File: config.mk
export PLATFORM = sky130hd
export DESIGN_NAME = motor_cmd_seq_flat
export DESIGN_NICKNAME = d
export VERILOG_FILES = /design/src/rtl/motor_cmd_if.sv /design/src/rtl/motor_cmd_seq.sv /design/src/flat_wrapper.sv
export SDC_FILE = /design/constraint.sdc
export NUM_CORES = 1
export LEC_CHECK = 0
export ABC_AREA = 1
export CORE_MARGIN = 10
export CORE_UTILIZATION = 30
export DETAILED_ROUTE_END_ITERATION = 10
export PLACE_DENSITY = 0.5
export SLEW_MARGIN = 20
export SYNTH_ARGS = -nofsm -noshare
export SYNTH_HDL_FRONTEND = slang
export SYNTH_SLANG_ARGS = --single-unit
export TNS_END_PERCENT = 30
File: constraint.sdc
create_clock -name clk -period 2.2 [get_ports clk]
set_clock_uncertainty 0.2 [all_clocks]
set_input_delay 0.44 -clock clk [delete_from_list [all_inputs] [get_ports clk]]
set_output_delay 0.44 -clock clk [all_outputs]
set_load 0.01 [all_outputs]
File: src/rtl/motor_cmd_if.sv
// Command handshake bundle for motor_cmd_seq: a signed speed request
// (direction + duty) offered with valid/ready.
interface motor_cmd_if #(
    parameter int unsigned DUTY_W = 8
);
    logic              cmd_valid;
    logic              cmd_ready;
    logic              cmd_dir;
    logic [DUTY_W-1:0] cmd_duty;

    modport master (output cmd_valid, output cmd_dir, output cmd_duty, input  cmd_ready);
    modport slave  (input  cmd_valid, input  cmd_dir, input  cmd_duty, output cmd_ready);
endinterface

File: src/rtl/motor_cmd_seq.sv
// Speed/direction sequencer feeding the H-bridge selector: ramps duty, generates PWM,
// inserts a dead-time on reversal. Define MOTOR_SEQ_RAMP_EN for the stepped ramp.
module motor_cmd_seq #(
    parameter int unsigned DUTY_W   = 8,
    parameter int unsigned RAMP_DIV = 16,
    parameter int unsigned DEAD_CYC = 64
) (
    input  logic              clk,
    input  logic              rst_n,
    motor_cmd_if.slave        cmd,
    input  logic              estop,
    output logic              pwm,
    output logic              dir,
    output logic              en,
    output logic [DUTY_W-1:0] cur_duty,
    output logic              busy
);

    if (RAMP_DIV < 1) begin : g_bad_ramp_div
        $error("motor_cmd_seq: RAMP_DIV must be >= 1");
    end
    if (DEAD_CYC < 1) begin : g_bad_dead_cyc
        $error("motor_cmd_seq: DEAD_CYC must be >= 1");
    end

    localparam int unsigned DCNT_W = (DEAD_CYC > 1) ? $clog2(DEAD_CYC) : 1;

    typedef enum logic [1:0] {
        S_IDLE,
        S_RUN,
        S_DEAD,
        S_FAULT
    } state_e;

    state_e              state_q, state_d;
    logic                tgt_dir_q, tgt_dir_d;
    logic [DUTY_W-1:0]   tgt_duty_q, tgt_duty_d;
    logic [DUTY_W-1:0]   cur_q, cur_d;
    logic                dir_q, dir_d;
    logic                en_q, en_d;
    logic                pwm_q, pwm_d;
    logic [DUTY_W-1:0]   pcnt_q, pcnt_d;
    logic [DUTY_W-1:0]   shadow_q, shadow_d;
    logic [DCNT_W-1:0]   dcnt_q, dcnt_d;
    logic                ready;
    logic                accept;
    logic                dead_last;

`ifdef MOTOR_SEQ_RAMP_EN
    localparam int unsigned RCNT_W = (RAMP_DIV > 1) ? $clog2(RAMP_DIV) : 1;
    logic [RCNT_W-1:0]   rcnt_q, rcnt_d;
    logic                tick;

    assign tick = (rcnt_q == RCNT_W'(RAMP_DIV - 1));

    always_ff @(posedge clk or negedge rst_n) begin
        if (!rst_n) rcnt_q <= '0;
        else        rcnt_q <= rcnt_d;
    end
`endif

    assign ready     = !((state_q == S_DEAD) || (state_q == S_FAULT));
    assign accept    = cmd.cmd_valid & ready;
    assign dead_last = (dcnt_q == DCNT_W'(DEAD_CYC - 1));

    always_ff @(posedge clk or negedge rst_n) begin
        if (!rst_n) begin
            state_q    <= S_IDLE;
            tgt_dir_q  <= 1'b0;
            tgt_duty_q <= '0;
            cur_q      <= '0;
            dir_q      <= 1'b0;
            en_q       <= 1'b0;
            pwm_q      <= 1'b0;
            pcnt_q     <= '0;
            shadow_q   <= '0;
            dcnt_q     <= '0;
        end else begin
            state_q    <= state_d;
            tgt_dir_q  <= tgt_dir_d;
            tgt_duty_q <= tgt_duty_d;
            cur_q      <= cur_d;
            dir_q      <= dir_d;
            en_q       <= en_d;
            pwm_q      <= pwm_d;
            pcnt_q     <= pcnt_d;
            shadow_q   <= shadow_d;
            dcnt_q     <= dcnt_d;
        end
    end

    always_comb begin
        state_d    = state_q;
        tgt_dir_d  = tgt_dir_q;
        tgt_duty_d = tgt_duty_q;
        cur_d      = cur_q;
        dir_d      = dir_q;
        dcnt_d     = '0;
`ifdef MOTOR_SEQ_RAMP_EN
        rcnt_d     = '0;
`endif

        if (accept) begin
            tgt_dir_d  = cmd.cmd_dir;
            tgt_duty_d = cmd.cmd_duty;
        end

        case (state_q)
            S_IDLE: begin
                cur_d = '0;
                if (tgt_duty_q != '0) begin
                    dir_d   = tgt_dir_q;
                    state_d = S_RUN;
                end
            end
            S_RUN: begin
`ifdef MOTOR_SEQ_RAMP_EN
                rcnt_d = tick ? '0 : rcnt_q + 1'b1;
                if (tick) begin
                    if (tgt_dir_q == dir_q) begin
                        if (cur_q < tgt_duty_q)      cur_d = cur_q + 1'b1;
                        else if (cur_q > tgt_duty_q) cur_d = cur_q - 1'b1;
                    end else if (cur_q != '0) begin
                        cur_d = cur_q - 1'b1;
                    end
                end
`else
                cur_d = (tgt_dir_q == dir_q) ? tgt_duty_q : '0;
`endif
                if (cur_q == '0 && tgt_duty_q == '0)
                    state_d = S_IDLE;
                else if (cur_q == '0 && tgt_dir_q != dir_q)
                    state_d = S_DEAD;
            end
            S_DEAD: begin
                cur_d  = '0;
                dcnt_d = dcnt_q + 1'b1;
                if (dead_last) begin
                    dir_d   = tgt_dir_q;
                    state_d = (tgt_duty_q == '0) ? S_IDLE : S_RUN;
                end
            end
            S_FAULT: begin
                cur_d      = '0;
                tgt_duty_d = '0;
                if (!estop) state_d = S_IDLE;
            end
            default: state_d = S_IDLE;
        endcase

        // estop wins over everything, including a command accepted this same cycle
        if (estop) begin
            state_d    = S_FAULT;
            cur_d      = '0;
            tgt_duty_d = '0;
            dir_d      = dir_q;
        end
    end

    // PWM compares the next counter value so pwm, en and the period boundary line up
    always_comb begin
        en_d     = (state_d == S_RUN);
        pcnt_d   = pcnt_q + 1'b1;
        shadow_d = (pcnt_q == '1) ? cur_q : shadow_q;
        pwm_d    = en_d & (pcnt_d < shadow_d);
    end

    assign cmd.cmd_ready = ready;
    assign pwm           = pwm_q;
    assign dir           = dir_q;
    assign en            = en_q;
    assign cur_duty      = cur_q;
    assign busy          = (state_q != S_IDLE) || (cur_q != tgt_duty_q);

endmodule

File: src/flat_wrapper.sv
// flat-port wrapper written by rule: the top's interface ports become plain ports
module motor_cmd_seq_flat 
#(
    parameter int unsigned DUTY_W   = 8,
    parameter int unsigned RAMP_DIV = 16,
    parameter int unsigned DEAD_CYC = 64
)
  (clk, rst_n, estop, pwm, dir, en, cur_duty, busy, cmd_cmd_valid, cmd_cmd_dir, cmd_cmd_duty, cmd_cmd_ready);
  motor_cmd_if #(.DUTY_W(DUTY_W)) cmd_i ();
  input  logic clk;
  input  logic rst_n;
  input  logic estop;
  output logic pwm;
  output logic dir;
  output logic en;
  output logic [DUTY_W-1:0] cur_duty;
  output logic busy;
  input wire logic [$bits(cmd_i.cmd_valid)-1:0] cmd_cmd_valid;
  input wire logic [$bits(cmd_i.cmd_dir)-1:0] cmd_cmd_dir;
  input wire logic [$bits(cmd_i.cmd_duty)-1:0] cmd_cmd_duty;
  output wire logic [$bits(cmd_i.cmd_ready)-1:0] cmd_cmd_ready;
  assign cmd_i.cmd_valid = cmd_cmd_valid;
  assign cmd_i.cmd_dir = cmd_cmd_dir;
  assign cmd_i.cmd_duty = cmd_cmd_duty;
  assign cmd_cmd_ready = cmd_i.cmd_ready;
  motor_cmd_seq #(.DUTY_W(DUTY_W), .RAMP_DIV(RAMP_DIV), .DEAD_CYC(DEAD_CYC)) u_core (.clk(clk), .rst_n(rst_n), .cmd(cmd_i), .estop(estop), .pwm(pwm), .dir(dir), .en(en), .cur_duty(cur_duty), .busy(busy));
endmodule
Yosys cells after proc, flatten, opt, wreduce, memory -nomap -nowiden

Cells that the tools add are included.

Register bits after elaboration: 44
Bits in latches: 0
Memory bits (writable): 0
Memory bits (read-only): 0
Memories: 0

Add/subtract/negate cells: 2
Multiply operators: 0
Div/mod/pow operators: 0
Order comparisons: 1
Eq/ne operators: 11
Shifts and indexed selects: 0
Multiplexer cells: 18
Bitwise gates (word level): 3
Reductions and logical operators: 14

Operators with widths:

| operator                                                                 | number |
|---|---|
| 8-bit 2-to-1 mux                                                         | 6 |
| 8-bit logical NOT                                                        | 2 |
| 8-bit one-hot mux with 2 select lines                                    | 1 |
| 2-bit 2-to-1 mux                                                         | 5 |
| 8-bit by 1-bit adder with 8-bit output (second input constant)           | 1 |
| 8-bit == test (second input constant)                                    | 1 |
| 8-bit < comparator                                                       | 1 |
| 8-bit inequality test                                                    | 1 |
| 2-bit one-hot mux with 4 select lines                                    | 1 |
| 8-bit nonzero test                                                       | 1 |
| 6-bit by 1-bit adder with 6-bit output (second input constant)           | 1 |
| 6-bit == test (second input constant)                                    | 1 |
| 6-bit 2-to-1 mux                                                         | 1 |
| 2-bit by 1-bit == test with 1-bit output (second input constant)         | 2 |
| 2-bit == test (second input constant)                                    | 2 |
| 2-bit by 1-bit inequality test with 1-bit output (second input constant) | 2 |
| 4-bit AND reduction                                                      | 1 |
| 2-bit nonzero test                                                       | 2 |
| 1-bit 2-to-1 mux                                                         | 3 |
| 3-bit nonzero test                                                       | 1 |
| 3-bit OR reduction                                                       | 1 |
| 1-bit AND                                                                | 2 |
| 1-bit logical AND                                                        | 2 |
| 2-bit logical NOT                                                        | 1 |
| 6 further kinds                                                          | 7 |

Depth between registers and ports, before layout

Depth in word-level cells: 8
Mapped depth: 14

Least setup slack after synthesis

No wires, ideal clock.

Path type: register -> register
Start point: reg u_core.pcnt_q[0]
End point: reg u_core.pwm_q, in the netlist u_core.pwm
Library setup time: 73 ps
Arrival: 2009 ps
Data required time: 1927 ps
Path slack: -82 ps
Stages on the path, launching flop included: 15
Buffers on the path: 1
Cells stage by stage: dfrtp_1 ha_1 nand2_1 nor2_2 nand2_2 buf_4 nand2_1 o21ai_0 inv_1 ha_1 a21oi_1 nor2_1 a211oi_1 nand3_1 a21oi_2

Word-level cells in the longest chain between the ends: 4
Elaborated cells on any way between the ends: 5

RTL lines:

| item                   | RTL line             | source |
|---|---|---|
| start, declared        | motor_cmd_seq.sv:42  | `logic [DUTY_W-1:0] pcnt_q, pcnt_d;` |
| start signal, assigned | motor_cmd_seq.sv:86  | `pcnt_q <= pcnt_d;` |
| 8-bit == test          | motor_cmd_seq.sv:164 | `shadow_d = (pcnt_q == '1) ? cur_q : shadow_q;` |
| 8-bit 2-to-1 mux       | motor_cmd_seq.sv:164 |  |
| via u_core.shadow_d[5] | motor_cmd_seq.sv:43  | `logic [DUTY_W-1:0] shadow_q, shadow_d;` |
| 8-bit < comparator     | motor_cmd_seq.sv:165 | `pwm_d = en_d & (pcnt_d < shadow_d);` |
| 1-bit AND              | motor_cmd_seq.sv:165 |  |
| via u_core.pwm_d       | motor_cmd_seq.sv:41  | `logic pwm_q, pwm_d;` |
| end signal, assigned   | motor_cmd_seq.sv:85  | `pwm_q <= pwm_d;` |
| end, declared          | motor_cmd_seq.sv:41  |  |

The timed path passes the listed nets, and every way through them passes these cells.
A chain may end at the register's enable or synchronous reset.

Final worst setup path

Start point: reg u_core.pcnt_q[0]
End point: reg u_core.pwm_q, in the netlist u_core.pwm

Word-level cells in the longest chain between the ends: 4
Elaborated cells on any way between the ends: 5

RTL lines:

| item                                                                                           | RTL line |
|---|---|
| parallel branches: the longest is 2 deep, another holds 8-bit by 1-bit adder with 8-bit output | -- |
| 8-bit < comparator *                                                                           | motor_cmd_seq.sv:165 |
| 1-bit AND *                                                                                    | motor_cmd_seq.sv:165 |
| via u_core.pwm_d                                                                               | motor_cmd_seq.sv:41 |

Mark *: on every way through the listed nets, which the timed path passes.

==> flow_summary.yaml <==
run_status:
  status: "completed"
worst_setup_path:
  crit_path_start: "u_core.pcnt_q[0]"
  worst-path-stages: 12
  end_kind: "flop"
  worstPathMaxFanout: 5
  critPathTopFamily: "simple AND/OR/NAND/NOR gates"
  crit_type: "flop to flop"
  ff2ff_setup_slack_ns: 0.06
  r2r-start: "u_core.pcnt_q[0]"
  rr_endpoint: "u_core.pwm"
  cp-endpoint: "u_core.pwm"
  crit_required_ns: 2.23
  cp.arrival_ns: 2.17
  crit_buf_inv: 1
  critical_path.cell_chain: "ha_2 > nand2_2 > nor2_4 > nand2_4 > buf_4 > o21ai_4 > ha_4 > nand2_2 > nor2_1 > a211oi_2 > nand3_1 > a21oi_2"
  max_stage_delay_ns: 0.37
  reg2regPathDepth: 12
  critPathLaunchType: "flop"
  slowest_stage: "dfrtp_1"
  cp_common_cell: "nand2_2"
final_layout:
  drive_gt1_share_pct: 20.41
  n_antenna_cell: 0
  fin_nets: 315
  area_growth_pct: 35.65
  fin_cells: 390
  design_area_sq_um: 2851
clock_network:
  cts_buffers: 5
  cts_max_level: 2
  clk_pin_slew_ns: 0.09
  cts_root_buffer: "clkbuf_8"
  clockBufferDepth: 2
  cts_tree: "yes"
  clk-insertion-delay-late_ns: 0.30
  clock-sinks: 44
logic_synthesis:
  syn-cell-area_sq_um: 2102
  ys.flop_type: "dfrtp_1"
  synthTopCellsByArea: "dfrtp_1 (52%), inv_1 (7.3%), nand2_1 (6.1%)"
  yosysTopAreaCellShare_pct: 52.38
  syn_area_per_cell_sq_um: 8.832
  syn_inst: 238
  synth.most_common_cell: "dfrtp_1"
  synth_seq_area_share_pct: 52.38
  yosys-top-cells-count: "dfrtp_1 (44), inv_1 (41), nand2_1 (34), nor2_1 (23), o21ai_0 (17)"
  syn_nets: 260
  synth_top_area_cell: "dfrtp_1"
  synth_edf_count: 0
  ys_seq_elements: 44
  async_flop_share_pct: 100.0
  synth.distinct_cells: 24
  ys_warn_count: 0
floorplanning:
  dieArea_sq_um: 10750
  core.rowCount: 30
  die_h_microns: 103.7
  core_area_sq_um: 6794
  num_io_pins: 26
  start_util_pct: 30.94
  die_w_microns: 103.7
timing:
  tns_ns: 0
  max_freq_mhz: 468.1
  finalCriticalPeriod_ns: 2.136
  worst_pin_slew_ns: 0.5150
  hold_viol: 0
  rsz0062_at_grt: "true"
  timing.slew.headroom_pct: 65.67
  setup_violations: 0
  setup_slack_ns: 0.06355
  final_min_period_over_clock_period_pct: 97.11
  slew_violations: 0
global_routing:
  overflow: 0
  grt_pass1_wl_microns: 8148
  antenna_found_initial: 0
  grt_pass1_vias: 1720
  grt_usage_pct: 9.086
  grt_max_degree: 25
placement:
  post_dp_cell_area_sq_um: 2630
  io_buffers: 25
  hpwl_microns: 3704
  dpl_worst_slack_ns: -0.1041
  gp_congestion: 0.7724
  placed_cells: 377
power:
  powerDensity_nw_per_um2: 630.5
  switching_share_pct: 26.64
  internal_power_uw: 1319
  seq_power_share_pct: 49.2
  power_leakage_uw: 0.001423
  comb_power_share_pct: 17.0
  ir_drop_mv: 0.4218
  power.share.clock_pct: 33.8
  p_sw_uw: 478.9
route:
  num_vias: 1646
  drtAntennaViolNets: 0
  wl_per_cell_microns: 12.19
  drc: 0
  drt_iter0_markers: 44
  dr.pass1.iters: 4
  viasPerCell: 4.221
  wl_microns: 4756
hold_path:
  hold_path_class: "flop to flop"
  whs_path_depth: 1
job:
  maxCapViolCount: 0
cell type report:
class | instances | area, sq um
Tap cell | 96 | 120.1
Clock buffer | 6 | 72.57
Timing Repair Buffer | 50 | 442.9
Sequential cell | 44 | 1101
Multi-Input combinational cell | 151 | 925.9
Fill cell | 694 | 3943
Inverter | 41 | 153.9
Clock inverter | 2 | 35.03
cell families (layout without fill, tap and decap cells):
logic type	Yosys count	after routing	synth area share, %
buf+inv	44	99	8.155
fa+ha+maj	9	9	5.357
xor+xnor	12	12	5.000
simple gates	89	90	18.57
flops	44	44	52.38
compound gates	40	40	10.54
repair_timing:
item / CTS / global route
hold buffers: 1 / 0
buffers inserted: 1 / 2
pin swaps: 4 / 6
cloned: 1 / 0
resized for setup: 10 / 12
endpoints found under the setup margin: 2 / 2
endpoints found under the hold margin: 20 / 0
stage by stage:
step	hold slack (ns)	utilization, %	power [uW]
finish	0.2709	41.97	1798
global route	0.2988	41.97	1901
CTS	0.2700	41.05	1824
detailed placement	0.2499	38.71	1210
global placement	0.2475	38.71	1207
floorplan	-0.05559	-	1061
power by group through the flow:
stage | clock (uW) | combinational (uW) | sequential [uW]
after floorplan | 0 | 159 | 902
after global placement | 0 | 308 | 899
after detailed placement | 0 | 311 | 899
after CTS | 625 | 315 | 884
after global routing | 658 | 350 | 893
final | 607 | 306 | 884
layout by cell type, fill, tap and decap left out, types with 8 or more instances in the layout:
cell and count:
clkdlybuf4s50_1 23, nor3_1 10, nand3_1 8, buf_4 23
dfrtp_1 44, xor2_1 11, o21ai_0 14, nor2_1 22
nand2_1 31, inv_1 39, a21oi_1 14
flip-flops by register name (all words and copies together), names as in the netlist:
name,count
u_core.en,1
u_core.dcnt_q,6
u_core.dir,1
u_core.pcnt_q,8
u_core.state_q,2
u_core.cur_duty,8
u_core.tgt_duty_q,8
u_core.tgt_dir_q,1
u_core.pwm,1
u_core.shadow_q,8
layer usage:
| metal | wire length [microns] | track usage, % | vias up |
|---|---|---|---|
| li1 | - | - | 875 |
| met1 | 2234 | 11.30 | 741 |
| met2 | 2280 | 14.59 | 24 |
| met3 | 154 | 2.045 | 6 |
| met4 | 86 | 4.175 | 0 |
| met5 | 0 | 0 | - |
worst min path at each step:
stage | to | slack (ns) | from
global route | u_core.shadow_q[1] | 0.30 | u_core.shadow_q[1]
detailed placement | u_core.dcnt_q[3] | 0.25 | rst_n
finish | u_core.dcnt_q[0] | 0.27 | u_core.dcnt_q[0]
global placement | u_core.dcnt_q[1] | 0.25 | rst_n
CTS | u_core.dcnt_q[0] | 0.27 | u_core.dcnt_q[0]
floorplan | u_core.cur_duty[0] | -0.06 | rst_n
(Power assumes the default switching activity.)
